--- src/rtl/ncl_count_capture.sv ---
// Clocked completion stage for the NCL dual-rail ring counter: synchronizes the
// sum/carry rails, acknowledges DATA/NULL wavefronts and buffers each count.
module ncl_count_capture #(
  parameter int W           = 32,
  parameter int SYNC_STAGES = 2
) (
  input  logic           clk,
  input  logic           init_n,
  input  logic [2*W-1:0] sum_in,
  input  logic [1:0]     cout_in,
  output logic           sum_comp,
  output logic           cout_comp,
  output logic [W-1:0]   out_value,
  output logic           out_wrap,
  output logic           out_valid,
  input  logic           out_ready,
  output logic           rail_err,
  output logic           seq_err
);

  localparam int R = 2*W + 2;

  typedef enum logic {
    WAIT_DATA = 1'b0,
    WAIT_NULL = 1'b1
  } state_t;

  logic [SYNC_STAGES-1:0][R-1:0] sync_q, sync_d;
  logic [R-1:0]                  rails;
  logic                          all_data_q, all_data_d;
  logic                          all_null_q, all_null_d;
  logic                          rail_bad_d;
  state_t                        state_q, state_d;
  logic [W-1:0]                  out_value_q, out_value_d;
  logic                          out_wrap_q, out_wrap_d;
  logic                          out_valid_q, out_valid_d;
  logic                          have_prev_q, have_prev_d;
  logic                          rail_err_q, rail_err_d;
  logic                          seq_err_q, seq_err_d;
  logic                          capture;
  logic [W-1:0]                  value_w;

  always_comb begin
    sync_d    = sync_q;
    sync_d[0] = {cout_in, sum_in};
    for (int s = 1; s < SYNC_STAGES; s++) begin
      sync_d[s] = sync_q[s-1];
    end
  end

  assign rails = sync_q[SYNC_STAGES-1];

  // Digit W is the carryout; it takes part in completion like any sum digit.
  always_comb begin
    all_data_d = 1'b1;
    all_null_d = ~|rails;
    rail_bad_d = 1'b0;
    value_w    = '0;
    for (int i = 0; i <= W; i++) begin
      if (rails[2*i +: 2] != 2'b01 && rails[2*i +: 2] != 2'b10) all_data_d = 1'b0;
      if (rails[2*i +: 2] == 2'b11) rail_bad_d = 1'b1;
    end
    for (int i = 0; i < W; i++) begin
      value_w[i] = rails[2*i+1];
    end
  end

  assign capture = (state_q == WAIT_DATA) && all_data_q && (!out_valid_q || out_ready);

  // out_value_q doubles as the previous count: it only ever changes on capture.
  always_comb begin
    state_d     = state_q;
    out_value_d = out_value_q;
    out_wrap_d  = out_wrap_q;
    out_valid_d = out_valid_q;
    have_prev_d = have_prev_q;
    rail_err_d  = rail_err_q | rail_bad_d;
    seq_err_d   = seq_err_q;
    if (out_valid_q && out_ready) out_valid_d = 1'b0;
    case (state_q)
      WAIT_DATA: begin
        if (capture) begin
          out_value_d = value_w;
          out_wrap_d  = rails[2*W+1];
          out_valid_d = 1'b1;
          have_prev_d = 1'b1;
          if (have_prev_q && (value_w != out_value_q + W'(1))) seq_err_d = 1'b1;
          state_d = WAIT_NULL;
        end
      end
      WAIT_NULL: begin
        if (all_null_q) state_d = WAIT_DATA;
      end
      default: state_d = WAIT_DATA;
    endcase
  end

  always_ff @(posedge clk or negedge init_n) begin
    if (!init_n) begin
      sync_q      <= '0;
      all_data_q  <= 1'b0;
      all_null_q  <= 1'b0;
      state_q     <= WAIT_DATA;
      out_value_q <= '0;
      out_wrap_q  <= 1'b0;
      out_valid_q <= 1'b0;
      have_prev_q <= 1'b0;
      rail_err_q  <= 1'b0;
      seq_err_q   <= 1'b0;
    end else begin
      sync_q      <= sync_d;
      all_data_q  <= all_data_d;
      all_null_q  <= all_null_d;
      state_q     <= state_d;
      out_value_q <= out_value_d;
      out_wrap_q  <= out_wrap_d;
      out_valid_q <= out_valid_d;
      have_prev_q <= have_prev_d;
      rail_err_q  <= rail_err_d;
      seq_err_q   <= seq_err_d;
    end
  end

  assign sum_comp  = (state_q == WAIT_NULL);
  assign cout_comp = sum_comp;
  assign out_value = out_value_q;
  assign out_wrap  = out_wrap_q;
  assign out_valid = out_valid_q;
  assign rail_err  = rail_err_q;
  assign seq_err   = seq_err_q;

endmodule

--- config.mk ---
export PLATFORM = sky130hd
export DESIGN_NAME = ncl_count_capture
export DESIGN_NICKNAME = d
export VERILOG_FILES = /design/src/rtl/ncl_count_capture.sv
export SDC_FILE = /design/constraint.sdc
export NUM_CORES = 1
export LEC_CHECK = 0
export CORE_UTILIZATION = 24
export DETAILED_ROUTE_END_ITERATION = 12
export PLACE_DENSITY = 0.41
export SYNTH_ARGS = -nofsm -noshare
export SYNTH_HDL_FRONTEND = slang
export SYNTH_SLANG_ARGS = --single-unit
--- constraint.sdc ---
create_clock -name clk -period 2.45 [get_ports clk]
set_input_delay 0.49 -clock clk [delete_from_list [all_inputs] [get_ports clk]]
set_output_delay 0.49 -clock clk [all_outputs]
set_load 0.05 [all_outputs]
### After elaboration in Yosys (flattened, before gate mapping)

Cells that the tools add are included.

* add/subtract/negate cells: 1
* equal/unequal tests: 100
* muxes and demuxes: 72
* bitwise gates (word level): 2
* reduce and logical (&&, ||, !) cells: 43

Operator list (number)
* $mux W1: 71
* $eq A2 B2 Y1 const B: 33
* $ne A2 B1 Y1 const B: 33
* $ne A2 B2 Y1 const B: 33
* $reduce_or A66 Y1: 1
* $logic_and A1 B1 Y1: 37
* $add A32 B1 Y32 const B: 1
* $ne A32 B32 Y1: 1
* $reduce_and A3 Y1: 1
* $logic_not A1 Y1: 2
* $pmux W1 S2: 1
* $reduce_and A2 Y1: 1
* $logic_or A1 B1 Y1: 1
* $not A1 Y1: 1
* $or A1 B1 Y1: 1

* flip-flop bits (word level): 172
* input port bits: 69
* output and inout port bits: 38

### Longest topological paths before layout

* word-level depth: 35
* depth in mapped cells: 9

### Worst setup path after synthesis

No wires, ideal clock.

* path type: register to register
* from: register out_value_q[0], in the netlist out_value[0]
* to: register seq_err_q, in the netlist seq_err
* library setup time: 131 ps
* arrival: 2407 ps
* data required time: 2319 ps
* setup slack: -88 ps
* stages on the path, launching flop included: 10
* buffers on the path: 1
* cells stage by stage: dfrtp_1 -> ha_1 -> and4_1 -> clkbuf_4 -> and3_1 -> or4b_1 -> nand3_1 -> o21ai_0 -> nor4_2 -> a31oi_1

* longest elaborated chain between the ends: 4

RTL lines
* start, declared: RTL line 34 `logic [W-1:0] out_value_q, out_value_d;`
* start signal, assigned: RTL line 115 `out_value_q <= out_value_d;`
* $add A32 B1 Y32: RTL line 87 `if (have_prev_q && (value_w != out_value_q + W'(1))) seq_err_d = 1'b1;`
* $ne A32 B32 Y1: RTL line 87
* $logic_and A1 B1 Y1: RTL line 87
* $reduce_and A3 Y1 (no source line)
* end signal, assigned: RTL line 120 `seq_err_q <= seq_err_d;`
* end, declared: RTL line 39 `logic seq_err_q, seq_err_d;`

No other way between the ends.
A chain may end at the register's enable or synchronous reset.

### Worst setup path in the final report

* from: register out_value_q[17], in the netlist out_value[17]
* to: register seq_err_q, in the netlist seq_err

Same word-level chain as after synthesis.

==> PnR_summary.wiki <==
{| class="wikitable"
! Metric !! Value
|-
| Die Span X || about 170 µm
|-
| Diodes inserted || 0
|-
| Most common cell after layout, fill and taps aside || sky130_fd_sc_hd__dfrtp_1
|-
| Mapped Nets || 720
|-
| Critical Path End Type || flop
|-
| Total setup violations reported at the end of the flow || 0
|-
| Period minus WS final || 2.353 ns
|-
| Final routed DRC violation total || 0
|-
| Commonest non-fill, non-tap cells in the layout || sky130_fd_sc_hd__dfrtp_1 (157), sky130_fd_sc_hd__clkdlybuf4s50_1 (105), sky130_fd_sc_hd__inv_1 (74), sky130_fd_sc_hd__ha_1 (66), sky130_fd_sc_hd__nand2_1 (48)
|-
| RSZ-0062 raised after global routing || false
|-
| Share of post-route cells with drive strength above 1 || 13.01%
|-
| Synth async-reset ratio || between 90% and 100%
|-
| Pin count of the biggest net entering global routing || between 60 and 70
|-
| 1st-iter DRT viols || 183
|-
| Number of sinks driven by the clock tree || 172
|-
| Global Route Usage Sum || 12.72%
|-
| Pleak || 4.241 nW
|-
| Die extent in y || 173.7 µm
|-
| Max Root-Sink Buffers || 2
|-
| Max-capacitance violation count || 0
|-
| Area growth from synthesis to final layout || 34.29%
|-
| Io pins || about 110
|-
| Slew Limit Fails || 0
|-
| Vias in the first global route || 5163
|-
| Final RePlAce weighted congestion || between 0.8 and 0.9
|-
| Fin Setup TNS || 0 ns
|-
| Worst-path maximum fanout || 3
|-
| Sequential element share of the synthesized area || 60.86%
|-
| DR vias/cell || 4.114
|-
| Worst hold path type || in2async
|-
| Worst-case vdd ir drop || about 470 µV
|-
| Run status || finished, final reports clean
|-
| Count of H-tree levels built during CTS || 4
|-
| WL final || around 18000 µm
|-
| Post-route clock skew || 0.01038 ns
|-
| Number of antenna violations at the first check in global routing || 0
|-
| Half-perimeter wire length of the detailed placement result || ~14000 µm
|-
| R2r setup slk || 0.1 ns
|-
| Sum of overflow across all layers after global routing || 0
|-
| # port buffers || between 100 and 150
|-
| Routed length per instance || roughly 16 µm
|-
| Transition time at the pin with the least slew margin || 0.6990 ns
|-
| Clock tree from TritonCTS || built
|-
| Number of placement rows || 62
|-
| Core region area || 28860 µm²
|-
| Register clock-pin slew on the reported worst setup and hold paths || 0.07 ns
|-
| Count of flip-flops with a built-in enable after synthesis || 0
|-
| Worst slew slack as a fraction of its limit || ~53%
|-
| Final net count || ~860
|-
| Met3 WL || 786 µm
|-
| Vias after detailed routing || 4616
|-
| Power per cell area || 649.9 nW/µm²
|-
| Mapped Cells || 584
|-
| Initial core utilization || 24.51%
|-
| Distinct cell type count of the synthesized netlist || 48
|-
| Drt first pass iters || 4
|-
| Root buffer cell || sky130_fd_sc_hd__clkbuf_16
|-
| First-pass GRT wire length || roughly 29000 µm
|-
| Top FF cell, synth || sky130_fd_sc_hd__dfrtp_1
|-
| Die area || between 30000 and 40000 µm²
|-
| Critical path launch point type || flop
|-
| Sum of met2 wire segment lengths after detailed routing || ~8700 µm
|-
| Per-instance average area after synthesis || 12.11 µm²
|-
| Timing-limited maximum frequency || 425.0 MHz
|-
| Clk Latency, worst-skew pair || 0.42 ns
|-
| Number of clock buffers inserted by TritonCTS || 17
|-
| Met1 layer wirelength in the final routing || between 8000 and 9000 µm
|-
| Crit path arrival time || 2.64 ns
|-
| Final core area utilization || 32.91%
|-
| Kind of critical path || reg2reg
|-
| Count of yosys warnings during synthesis || 0
|-
| Number of cell instances on the worst register-to-register path || 7
|-
| Reg2reg start || out_value[17]
|-
| Post-route antenna net violation count || 0
|-
| Final critical-path share of the clock period || a little over nine tenths
|-
| Capture point of the worst reg-to-reg path || seq_err
|-
| Flop and latch count out of synthesis || about 170
|-
| Required arrival time at the worst endpoint || 2.74 ns
|-
| Number of endpoints with negative hold slack in the final report || 0
|-
| Summed instance area of the synthesized netlist || 7072 µm²
|-
| Uppermost layer routed || met4
|}
-- cell families after synthesis --
kind of cell               Yosys count  synth area share (%)
AOI/OAI and AO/OA                   59                 4.848
buffers and inverters               87                 4.919
DFF                                172                 60.86
muxes                                2                0.2831
adders and majority gates           67                 11.85
and+or+nand+nor                    157                 12.28
xor gates and xnor gates            40                 4.954
-- where the power goes --
part	switching [mW]	internal, mW
Combinational	0.182	0.185
Clock	1.21	1.58
Sequential	0.0698	2.95
Total	1.46	4.71
-- how the worst max path moves through the flow --
stage / from / endpoint / slack, ns
floorplan: out_value[17] / seq_err / 0.005
global placement: out_value[0] / seq_err / 0.06
detailed placement: out_value[0] / seq_err / 0.004
CTS: out_value[0] / seq_err / 0.05
global route: out_value[13] / seq_err / 0.006
finish: out_value[17] / seq_err / 0.1
-- sequential cells by signal, summed over array words and instances, names as in the netlist --
signal       count
sync_d          66
seq_err          1
out_valid        1
out_wrap         1
out_value       32
all_null_q       1
all_data_q       1
have_prev_q      1
rails           66
cout_comp        1
rail_err         1
-- Yosys cell counts, drive strengths merged (9+ instances only) --
cell,number,area share (%)
dfrtp,172,61
inv,74,3.9
ha,67,12
nand2,49,2.6
o21ai,38,2.7
nand4,27,2.4
xnor2,26,3.2
nand3,15,1.1
xor2,14,1.7
nor4,13,1.2
nor2,9,0.48
nor3,9,0.71
-- metrics by stage --
stage | instance area, µm² | hold WS, ns | total power [mW] | setup slack, ns | instances
finish | 9497 | 0.06063 | 6.172 | 0.09695 | 1122
global route | 9497 | 0.09599 | 6.463 | 0.006435 | 1122
CTS | 9351 | 0.09120 | 6.289 | 0.04616 | 1112
detailed placement | 8732 | 0.3347 | 3.450 | 0.004201 | 1080
global placement | 8732 | 0.3378 | 3.452 | 0.06354 | 1080
floorplan | 7087 | 0.1944 | 3.172 | 0.004801 | 584
-- area by class of cell --
cell class / count / area, µm²
Fill cell: 2980 / 19360
Sequential cell: 172 / 4323
Multi-Input combinational cell: 325 / 2499
Timing Repair Buffer: 135 / 1305
Tap cell: 384 / 480.5
Clock buffer: 19 / 442.9
Inverter: 74 / 277.8
Clock inverter: 13 / 168.9
-- metal layers --
metal  vias to the layer above  GRT usage, %
li1                       2235             -
met3                        17         3.268
met4                         0         4.276
met5                         -             0
met1                      2258         16.31
met2                       106         20.83
-- timing repair --
action,4_1_cts,5_1_grt
setup buffers,0,10
pin swaps,0,4
endpoints found under the setup margin,1,1
hold buffers,0,0
gates resized for setup,2,19
endpoints found under the hold margin,0,0
cloned,0,0
-- critical path, cell delays in order (launching register included) --
cell                      delay (ns)
sky130_fd_sc_hd__dfrtp_1        0.37
sky130_fd_sc_hd__nand3_2        0.15
sky130_fd_sc_hd__or4_4          0.56
sky130_fd_sc_hd__or3_1          0.33
sky130_fd_sc_hd__o31ai_2        0.22
sky130_fd_sc_hd__nand4_1        0.17
sky130_fd_sc_hd__nor4_4         0.31
sky130_fd_sc_hd__a31oi_1        0.12
No activity file was read; power rests on OpenSTA's default activity.
